File: config.mk
export PLATFORM = sky130hd
export DESIGN_NAME = apb_master_ctrl_flat
export DESIGN_NICKNAME = d
export VERILOG_FILES = /design/src/rtl/apb_master_ctrl_pkg.sv /design/src/rtl/apb_master_ctrl_if.sv /design/src/rtl/apb_master_ctrl_decoder.sv /design/src/rtl/apb_master_ctrl.sv /design/src/flat_wrapper.sv
export SDC_FILE = /design/constraint.sdc
export NUM_CORES = 1
export LEC_CHECK = 0
export ABC_AREA = 1
export CELL_PAD_IN_SITES_DETAIL_PLACEMENT = 1
export CELL_PAD_IN_SITES_GLOBAL_PLACEMENT = 2
export CORE_ASPECT_RATIO = 0.75
export CORE_MARGIN = 4
export CORE_UTILIZATION = 25
export CTS_CLUSTER_SIZE = 24
export DETAILED_ROUTE_END_ITERATION = 8
export GPL_TIMING_DRIVEN = 0
export PLACE_DENSITY = 0.83
export SLEW_MARGIN = 10
export SYNTH_ARGS = -nofsm -noshare
export SYNTH_HDL_FRONTEND = slang
export SYNTH_SLANG_ARGS = --single-unit
File: constraint.sdc
create_clock -name hclk -period 3.55 [get_ports hclk]
set_input_delay 0.71 -clock hclk [delete_from_list [all_inputs] [get_ports hclk]]
set_output_delay 0.71 -clock hclk [all_outputs]
set_load 0.1 [all_outputs]
File: src/rtl/apb_master_ctrl_pkg.sv
// Shared types and constants for the APB master controller and its address decoder.
// Latency: none (declarations only).
// Backpressure: n/a.
package apb_ctrl_pkg;

  // Controller phases: IDLE accepts requests, SETUP/ACCESS run an APB transfer,
  // ERR reports a request to an address no slave owns.
  typedef enum logic [1:0] {
    ST_IDLE   = 2'd0,
    ST_SETUP  = 2'd1,
    ST_ACCESS = 2'd2,
    ST_ERR    = 2'd3
  } apb_state_e;

  // Slave regions, matched against address bits [31:26].
  localparam logic [5:0] REGION_S0 = 6'h20;
  localparam logic [5:0] REGION_S1 = 6'h21;
  localparam logic [5:0] REGION_S2 = 6'h22;

  // One-hot PSEL per slave; all-zero means no slave is selected.
  localparam logic [2:0] PSEL_NONE = 3'b000;
  localparam logic [2:0] PSEL_S0   = 3'b001;
  localparam logic [2:0] PSEL_S1   = 3'b010;
  localparam logic [2:0] PSEL_S2   = 3'b100;

endpackage

File: src/rtl/apb_master_ctrl_if.sv
// Request/response handshake plus APB bus of the controller, bundled as one interface.
// Latency: none (wires only).
// Backpressure: req_ready gates request acceptance; the APB side stalls on pready.
interface apb_master_ctrl_if #(
  parameter int ADDR_W = 32
);

  // Request side
  logic              req_valid;
  logic              req_ready;
  logic              req_write;
  logic [ADDR_W-1:0] req_addr;
  logic [31:0]       req_wdata;

  // Completion side
  logic              resp_valid;
  logic              resp_err;
  logic [31:0]       resp_rdata;

  // APB bus
  logic [2:0]        pselx;
  logic              penable;
  logic              pwrite;
  logic [ADDR_W-1:0] paddr;
  logic [31:0]       pwdata;
  logic [31:0]       prdata;
  logic              pready;

  // Controller view
  modport master (
    input  req_valid, req_write, req_addr, req_wdata, prdata, pready,
    output req_ready, resp_valid, resp_err, resp_rdata,
           pselx, penable, pwrite, paddr, pwdata
  );

  // Requester/slave view (used by whatever drives the controller)
  modport slave (
    output req_valid, req_write, req_addr, req_wdata, prdata, pready,
    input  req_ready, resp_valid, resp_err, resp_rdata,
           pselx, penable, pwrite, paddr, pwdata
  );

endinterface

File: src/rtl/apb_master_ctrl_decoder.sv
// Maps address bits [31:26] onto a one-hot slave select and a mapped flag.
// Latency: combinational.
// Backpressure: none.
module apb_addr_decoder
  import apb_ctrl_pkg::*;
#(
  parameter int ADDR_W = 32
) (
  input  logic [ADDR_W-1:0] addr_i,
  output logic [2:0]        pselx_o,
  output logic              mapped_o
);

  // Only the region field selects a slave; the remaining bits are offsets
  // inside the slave and are intentionally ignored here.
  logic unused_addr;
  assign unused_addr = ^addr_i;

  // Region lookup; anything outside the three slave regions is unmapped.
  always_comb begin
    pselx_o = PSEL_NONE;
    case (addr_i[31:26])
      REGION_S0: pselx_o = PSEL_S0;
      REGION_S1: pselx_o = PSEL_S1;
      REGION_S2: pselx_o = PSEL_S2;
      default:   pselx_o = PSEL_NONE;
    endcase
    mapped_o = (pselx_o != PSEL_NONE);
  end

endmodule

File: src/rtl/apb_master_ctrl.sv
// Single-outstanding APB master: takes one request, runs SETUP/ACCESS, returns a completion pulse.
// Latency: accept at N, SETUP N+1, ACCESS N+2, response >= N+3 (unmapped: response at N+2).
// Backpressure: req_ready only in IDLE; ACCESS waits on pready up to TIMEOUT cycles, then errors.
module apb_master_ctrl
  import apb_ctrl_pkg::*;
#(
  parameter int TIMEOUT = 16,
  parameter int ADDR_W  = 32
) (
  input  logic               hclk,
  input  logic               hresetn,
  apb_master_ctrl_if.master  bus
);

  localparam int                CNT_W    = $clog2(TIMEOUT + 1);
  localparam logic [CNT_W-1:0]  CNT_MAX  = CNT_W'(TIMEOUT);
  // Last wait count from which one more stalled cycle reaches TIMEOUT.
  localparam logic [CNT_W-1:0]  CNT_LAST = CNT_W'(TIMEOUT - 1);

  apb_state_e        state_q;
  logic [2:0]        pselx_q;
  logic              penable_q;
  logic              pwrite_q;
  logic [ADDR_W-1:0] paddr_q;
  logic [31:0]       pwdata_q;
  logic              resp_valid_q;
  logic              resp_err_q;
  logic [31:0]       resp_rdata_q;
  logic [CNT_W-1:0]  wait_cnt_q;
  logic [CNT_W-1:0]  wait_cnt_d;

  logic [2:0]        dec_pselx;
  logic              dec_mapped;

  apb_addr_decoder #(
    .ADDR_W (ADDR_W)
  ) u_addr_decoder (
    .addr_i   (bus.req_addr),
    .pselx_o  (dec_pselx),
    .mapped_o (dec_mapped)
  );

  // Saturating wait-cycle increment so the counter can never wrap.
  always_comb begin
    wait_cnt_d = wait_cnt_q;
    if (wait_cnt_q != CNT_MAX) begin
      wait_cnt_d = wait_cnt_q + CNT_W'(1);
    end
  end

  // Transfer sequencer: every bus and response output is registered here.
  always_ff @(posedge hclk or negedge hresetn) begin
    if (!hresetn) begin
      state_q      <= ST_IDLE;
      pselx_q      <= PSEL_NONE;
      penable_q    <= 1'b0;
      pwrite_q     <= 1'b0;
      paddr_q      <= '0;
      pwdata_q     <= '0;
      resp_valid_q <= 1'b0;
      resp_err_q   <= 1'b0;
      resp_rdata_q <= '0;
      wait_cnt_q   <= '0;
    end else begin
      // Response is a one-cycle pulse; the error flag only rides along with it.
      resp_valid_q <= 1'b0;
      resp_err_q   <= 1'b0;

      case (state_q)
        ST_IDLE: begin
          if (bus.req_valid) begin
            paddr_q  <= bus.req_addr;
            pwdata_q <= bus.req_wdata;
            pwrite_q <= bus.req_write;
            if (dec_mapped) begin
              pselx_q   <= dec_pselx;
              penable_q <= 1'b0;
              state_q   <= ST_SETUP;
            end else begin
              state_q   <= ST_ERR;
            end
          end
        end

        ST_SETUP: begin
          penable_q  <= 1'b1;
          wait_cnt_q <= '0;
          state_q    <= ST_ACCESS;
        end

        ST_ACCESS: begin
          if (bus.pready) begin
            // A ready on the timeout edge still completes normally.
            resp_valid_q <= 1'b1;
            pselx_q      <= PSEL_NONE;
            penable_q    <= 1'b0;
            state_q      <= ST_IDLE;
            if (!pwrite_q) begin
              resp_rdata_q <= bus.prdata;
            end
          end else begin
            wait_cnt_q <= wait_cnt_d;
            if (wait_cnt_q == CNT_LAST) begin
              resp_valid_q <= 1'b1;
              resp_err_q   <= 1'b1;
              pselx_q      <= PSEL_NONE;
              penable_q    <= 1'b0;
              state_q      <= ST_IDLE;
            end
          end
        end

        ST_ERR: begin
          resp_valid_q <= 1'b1;
          resp_err_q   <= 1'b1;
          state_q      <= ST_IDLE;
        end

        default: begin
          state_q <= ST_IDLE;
        end
      endcase
    end
  end

  assign bus.req_ready  = (state_q == ST_IDLE);
  assign bus.pselx      = pselx_q;
  assign bus.penable    = penable_q;
  assign bus.pwrite     = pwrite_q;
  assign bus.paddr      = paddr_q;
  assign bus.pwdata     = pwdata_q;
  assign bus.resp_valid = resp_valid_q;
  assign bus.resp_err   = resp_err_q;
  assign bus.resp_rdata = resp_rdata_q;

endmodule
File: src/flat_wrapper.sv
// flat-port wrapper written by rule: the top's interface ports become plain ports
module apb_master_ctrl_flat import apb_ctrl_pkg::*;
#(
  parameter int TIMEOUT = 16,
  parameter int ADDR_W  = 32
)
  (hclk, hresetn, bus_req_valid, bus_req_write, bus_req_addr, bus_req_wdata, bus_prdata, bus_pready, bus_req_ready, bus_resp_valid, bus_resp_err, bus_resp_rdata, bus_pselx, bus_penable, bus_pwrite, bus_paddr, bus_pwdata);
  apb_master_ctrl_if #(.ADDR_W(ADDR_W)) bus_i ();
  input  logic hclk;
  input  logic hresetn;
  input wire logic [$bits(bus_i.req_valid)-1:0] bus_req_valid;
  input wire logic [$bits(bus_i.req_write)-1:0] bus_req_write;
  input wire logic [$bits(bus_i.req_addr)-1:0] bus_req_addr;
  input wire logic [$bits(bus_i.req_wdata)-1:0] bus_req_wdata;
  input wire logic [$bits(bus_i.prdata)-1:0] bus_prdata;
  input wire logic [$bits(bus_i.pready)-1:0] bus_pready;
  output wire logic [$bits(bus_i.req_ready)-1:0] bus_req_ready;
  output wire logic [$bits(bus_i.resp_valid)-1:0] bus_resp_valid;
  output wire logic [$bits(bus_i.resp_err)-1:0] bus_resp_err;
  output wire logic [$bits(bus_i.resp_rdata)-1:0] bus_resp_rdata;
  output wire logic [$bits(bus_i.pselx)-1:0] bus_pselx;
  output wire logic [$bits(bus_i.penable)-1:0] bus_penable;
  output wire logic [$bits(bus_i.pwrite)-1:0] bus_pwrite;
  output wire logic [$bits(bus_i.paddr)-1:0] bus_paddr;
  output wire logic [$bits(bus_i.pwdata)-1:0] bus_pwdata;
  assign bus_i.req_valid = bus_req_valid;
  assign bus_i.req_write = bus_req_write;
  assign bus_i.req_addr = bus_req_addr;
  assign bus_i.req_wdata = bus_req_wdata;
  assign bus_i.prdata = bus_prdata;
  assign bus_i.pready = bus_pready;
  assign bus_req_ready = bus_i.req_ready;
  assign bus_resp_valid = bus_i.resp_valid;
  assign bus_resp_err = bus_i.resp_err;
  assign bus_resp_rdata = bus_i.resp_rdata;
  assign bus_pselx = bus_i.pselx;
  assign bus_penable = bus_i.penable;
  assign bus_pwrite = bus_i.pwrite;
  assign bus_paddr = bus_i.paddr;
  assign bus_pwdata = bus_i.pwdata;
  apb_master_ctrl #(.TIMEOUT(TIMEOUT), .ADDR_W(ADDR_W)) u_core (.hclk(hclk), .hresetn(hresetn), .bus(bus_i));
endmodule
==> results of run 1 <==
==> worst max-delay path by stage <==
stage	startpoint	slack [ps]	endpoint
after global routing	u_core.state_q[1]$_DFFE_PN0P_	590	bus_req_ready
final	u_core.state_q[1]$_DFFE_PN0P_	670	bus_req_ready
after detailed placement	u_core.state_q[1]$_DFFE_PN0P_	1020	bus_req_ready
after global placement	hresetn	-2620	u_core.bus.pwdata[10]$_DFFE_PN0P_
after CTS	u_core.state_q[1]$_DFFE_PN0P_	620	bus_req_ready
after floorplan	u_core.state_q[1]$_DFFE_PN0P_	1840	bus_req_ready
==> metrics by stage <==
stage	instance area [µm²]	setup TNS, ps	setup WS, ps	util (%)	hold WS, ps
6_report	7200	0	665	40.9	300
3_3_place_gp	6810	-286330	-2620	38.7	452
4_1_cts	7200	0	621	40.9	308
3_5_place_dp	6840	0	1020	38.9	460
2_1_floorplan	4470	0	1840	-	414
5_1_grt	7200	0	595	40.9	316
==> cells in the final DEF, fill, tap and decap left out <==
cell type / count
dfrtp_1: 110
bufinv_16: 3
o22ai_1: 1
nor2_2: 1
buf_2: 9
clkbuf_16: 9
nand2_4: 2
a31oi_1: 1
o21ai_0: 6
inv_6: 2
inv_1: 13
inv_4: 1
nand2_1: 281
buf_16: 1
nand4_1: 4
clkdlybuf4s50_1: 203
clkinvlp_4: 1
nand3_1: 39
nand3_2: 1
nand3b_1: 1
nor3_1: 1
clkbuf_8: 1
inv_2: 2
a21oi_1: 1
nor2_4: 2
nor2_1: 10
nand2_2: 2
buf_6: 8
ha_1: 3
buf_4: 6
==> sequential cells by signal (all words and copies together), names as in the netlist <==
signal,count
u_core.bus.paddr,32
u_core.bus.pwdata,32
u_core.bus.resp_rdata,32
u_core.wait_cnt_q,5
u_core.bus.pselx,3
u_core.state_q,2
u_core.bus.penable,1
u_core.bus.pwrite,1
u_core.bus.resp_err,1
u_core.bus.resp_valid,1
==> metal layers <==
metal  share of wire, %  GRT usage, %
met1                 42          18.9
met2                 44          24.4
met3                 13          8.77
met4               0.90          3.33
met5                  0             0
==> area by class of cell <==
| type | count | share of cell area, % |
|---|---|---|
| Buffer | 22 | 2.35 |
| Clock buffer | 10 | 3.32 |
| Clock inverter | 6 | 1.60 |
| Inverter | 16 | 0.869 |
| Multi-Input combinational cell | 356 | 20.6 |
| Sequential cell | 110 | 38.3 |
| Tap cell | 242 | 4.21 |
| Timing Repair Buffer | 205 | 28.8 |
==> worst reg2reg max path: stages (launching register included) <==
cell     delay (ps)
dfrtp_1         420
ha_1            190
inv_1            60
nor3_1          130
ha_1            170
inv_1            60
nand2_2         140
nand3_2         110
nand2_1          80
nand2_1          60
==> logic make-up after synthesis <==
group / share of synthesized area (%)
flops: 61.6
buf+inv: 5.18
fa+ha+maj: 0.840
compound gates: 1.06
simple gates: 31.3
==> results.cfg, run 1 <==
[floorplan]
dieWidth_um = 162
fp-row-count = 42
initial_core_util_pct = 25.4
core_um2 = 17600
io_pins = 205
die_y_um = 124
die_area_um2 = 20100

[cts]
ctsResizeCount = 0
postCtsSetupBuffers = 0
clk_pin_slew_ps = 80
cts_tree = done
h-tree-depth = 3
cts.sinks = 110
cts_root_buf = clkbuf_16
clock_latency_ps = 360
clockBufferDepth = 2
cts_buffers = 9
cts_hold_buf = 0

[yosys]
yosys.area.top_type = dfrtp_1
synth_ff_type = dfrtp_1
yosysSeqAreaShare_pct = 61.6
synth-edff-count = 0
synthArstFlopShare_pct = 100
yosys_warnings = 0
synth.area.top_cells = dfrtp_1 (62%), nand2_1 (24%), nand3_1 (4.4%)
yosysTopAreaCellShare_pct = 61.6
synth_common_cells = nand2_1 (281), dfrtp_1 (110), nand3_1 (39)
synth_most_common_cell = nand2_1
syn-num-nets = 608
synth_cell_types = 23
syn_avg_cell_area_um2 = 8.87
ys_ff_latch = 110
syn-instance-count = 504
synth_area_um2 = 4470

[timing]
finalHoldViolCount = 0
finalCritPeriodShare_pct = 81.3
rsz0062_at_grt = false
finalSetupViolations = 0
min_period_ps = 2880
skew_ps = 10.9
max_freq_mhz = 347
slew_headroom_pct = 29.1
worstMarginPinSlew_ps = 1060
drv_slew = 0

[route]
viasPerCell = 4.29
drtIter0Drc = 164
first_pass_iters = 4
avgRoutedWirePerCell_um = 15.9
drc = 0
dr_total_vias = 4152
ant_nets = 0
routed_wl_um = 15400

[min_path]
hold_class = primary input to asynchronous set/reset pin

[placement]
gp_congestion = 0.803
place_inst = 951
place.port_buffers = 204
hpwl_um = 11800

[critical_path]
crit_arrival_ps = 2170
path_class = flop to output port
cp_slowest_cell = clkdlybuf4s50_1
cpPeakStageDelay_ps = 1170
rr_worst_depth = 9
worst-path-buf-inv = 1
cp-start-kind = flop
critical_path.endpoint_type = output port
crit_chain = nor2_4 > clkdlybuf4s50_1
r2r-end = u_core.bus.pselx[0]$_DFFE_PN0P_
path_depth = 2
ff2ff_setup_slack_ps = 2020
crit_path_max_fanout = 4
crit-reg2reg-launch = u_core.wait_cnt_q[0]$_DFFE_PN0P_
critPathTopFamily = buffers and inverters
worst_ep_required_time_ps = 2840

[grt]
grt_pass1_vias = 4557
grt_pass1_wl_um = 24500
antenna_found_initial = 0
grt_max_degree = 62
overflow = 0
grt_use_total_pct = 15.6

[final_layout]
nNetsFinal = 824
syn2layout_area_growth_pct = 61.0
multi_input_area_um2 = 1480
layout.cells.non_filler = 967
drive_above_1_share_pct = 7.03
fillers = 2043
regArea_um2 = 2750
diodes = 0

[flow_run]
drv_cap = 0

[outcome]
status = finished, final reports clean
Power of run 1 is left out: the tool's default activity adds up to more than one toggle a clock period on the data nets, which glitch-free logic cannot reach.
==> run 2, diff against run 1 <==
CORE_UTILIZATION = 23   (was 25)
PLACE_DENSITY = 0.77   (was 0.83)
clock period = 2.8 ns   (was 3.55 ns; I/O delays follow)
==> run 2 against run 1 <==
Final area shrank 0.97%. Count of clock-buffer cells in the layout is the same. Die area is 8.2% higher. Critical endpoint is now bus_pwrite. Worst setup slack worse by 340 ps. Register-to-register slack worse by 760 ps. Non-clock buffer count did not move. Global-route usage decreased by 1.4 points.
==> results.cfg, run 2 (same netlist as run 1, synthesis figures left out) <==
[critical_path]
rr_worst_depth = 9
crit-reg2reg-launch = u_core.wait_cnt_q[0]$_DFFE_PN0P_
crit_start = u_core.bus.pwrite$_DFFE_PN0P_
worst-path-buf-inv = 1
crit_path_max_fanout = 3
critical_path.endpoint_type = output port
r2r-end = u_core.bus.pselx[0]$_DFFE_PN0P_
cpPeakStageDelay_ps = 1170
worst_ep_required_time_ps = 2240
cp-start-kind = flop
crit_chain = clkdlybuf4s50_1
critPathTopFamily = buffers and inverters
ff2ff_setup_slack_ps = 1260
cp_slowest_cell = clkdlybuf4s50_1
crit_arrival_ps = 1910
path_class = flop to output port
path_depth = 1

[floorplan]
io_pins = 205
core_um2 = 18800
fp-row-count = 43
die_area_um2 = 21700
die_y_um = 129
dieWidth_um = 169
initial_core_util_pct = 23.8

[placement]
place_inst = 956
post_dp_cell_area_um2 = 6850
place.port_buffers = 204
gp_congestion = 0.771
hpwl_um = 11800
preCtsSetupSlack_ps = 410

[cts]
cts_root_buf = clkbuf_16
clockBufferDepth = 2
cts_tree = done
cts_buffers = 9
postCtsSetupBuffers = 0
cts.sinks = 110
clk_pin_slew_ps = 70
h-tree-depth = 3
clock_latency_ps = 350
cts_hold_buf = 0

[grt]
overflow = 0
grt_max_degree = 77
grt_use_total_pct = 14.1
grt_pass1_vias = 4507
grt_pass1_wl_um = 24500
antenna_found_initial = 0

[timing]
worstMarginPinSlew_ps = 1030
finalHoldViolCount = 0
fin_ws_ps = 329
max_freq_mhz = 405
skew_ps = 8.13
slew_headroom_pct = 30.9
rsz0062_at_grt = false
finalSetupViolations = 0
drv_slew = 0
finalCritPeriodShare_pct = 88.3
min_period_ps = 2470
holdWs_ps = 99.1

[route]
ant_nets = 0
viasPerCell = 4.24
first_pass_iters = 4
drtIter0Drc = 141
routed_wl_um = 15300
dr_total_vias = 4115
avgRoutedWirePerCell_um = 15.8
drc = 0

[outcome]
status = finished, final reports clean

[final_layout]
nNetsFinal = 824
syn2layout_area_growth_pct = 59.5
regArea_um2 = 2750
fillers = 2177
final_common_cell = nand2_1
design_area_um2 = 7130
final_cell_mix = nand2_1 (281), clkdlybuf4s50_1 (202), dfrtp_1 (110)
drive_above_1_share_pct = 6.91
layout.cells.non_filler = 971
diodes = 0
multi_input_area_um2 = 1480

[flow_run]
drv_cap = 0

[min_path]
hold_class = primary input to asynchronous set/reset pin
==> run 2: changes by cell type in the layout (fill, tap and decap cells not counted), sizes merged <==
cell / previous run / this run
bufinv: 3 / 0
dlymetal6s2s: 0 / 1
inv: 18 / 16
clkinv: 0 / 2
clkdlybuf4s50: 203 / 202
clkinvlp: 1 / 3
==> run 2: per-layer routing <==
metal / up-vias / part of all wire [%] / GRT usage (%)
met2: 144 / 46 / 22.5
met3: 9 / 9.6 / 6.45
met1: 1975 / 44 / 17.8
met4: 0 / 0.82 / 3.01
met5: - / 0 / 0
li1: 1987 / - / -
==> run 2: repair_timing <==
item | 4_1_cts | 5_1_grt
endpoints found under the setup margin | 0 | 1
gates resized for setup | 0 | 1
endpoints found under the hold margin | 0 | 0
==> run 2: worst max path at each step <==
stage / slack (ps) / end
2_1_floorplan: 1130 / u_core.bus.paddr[0]$_DFFE_PN0P_
3_3_place_gp: -3360 / u_core.bus.pwdata[12]$_DFFE_PN0P_
3_5_place_dp: 410 / bus_req_ready
4_1_cts: 20 / bus_req_ready
5_1_grt: 260 / bus_paddr[7]
6_report: 330 / bus_pwrite
==> run 2: area by class of cell <==
cell class / instances / share of cell area, %
Clock buffer: 10 / 3.35
Inverter: 16 / 0.878
Buffer: 22 / 2.37
Multi-Input combinational cell: 356 / 20.8
Sequential cell: 110 / 38.6
Clock inverter: 5 / 0.509
Timing Repair Buffer: 205 / 29.1
Tap cell: 247 / 4.34
==> run 2: through the flow <==
| step | TNS [ps] | utilization, % |
|---|---|---|
| final | 0 | 37.9 |
| after floorplan | 0 | - |
| after global placement | -367560 | 36.3 |
| after CTS | 0 | 37.9 |
| after global routing | 0 | 37.9 |
| after detailed placement | 0 | 36.5 |
Power of run 2 is left out for the same reason.
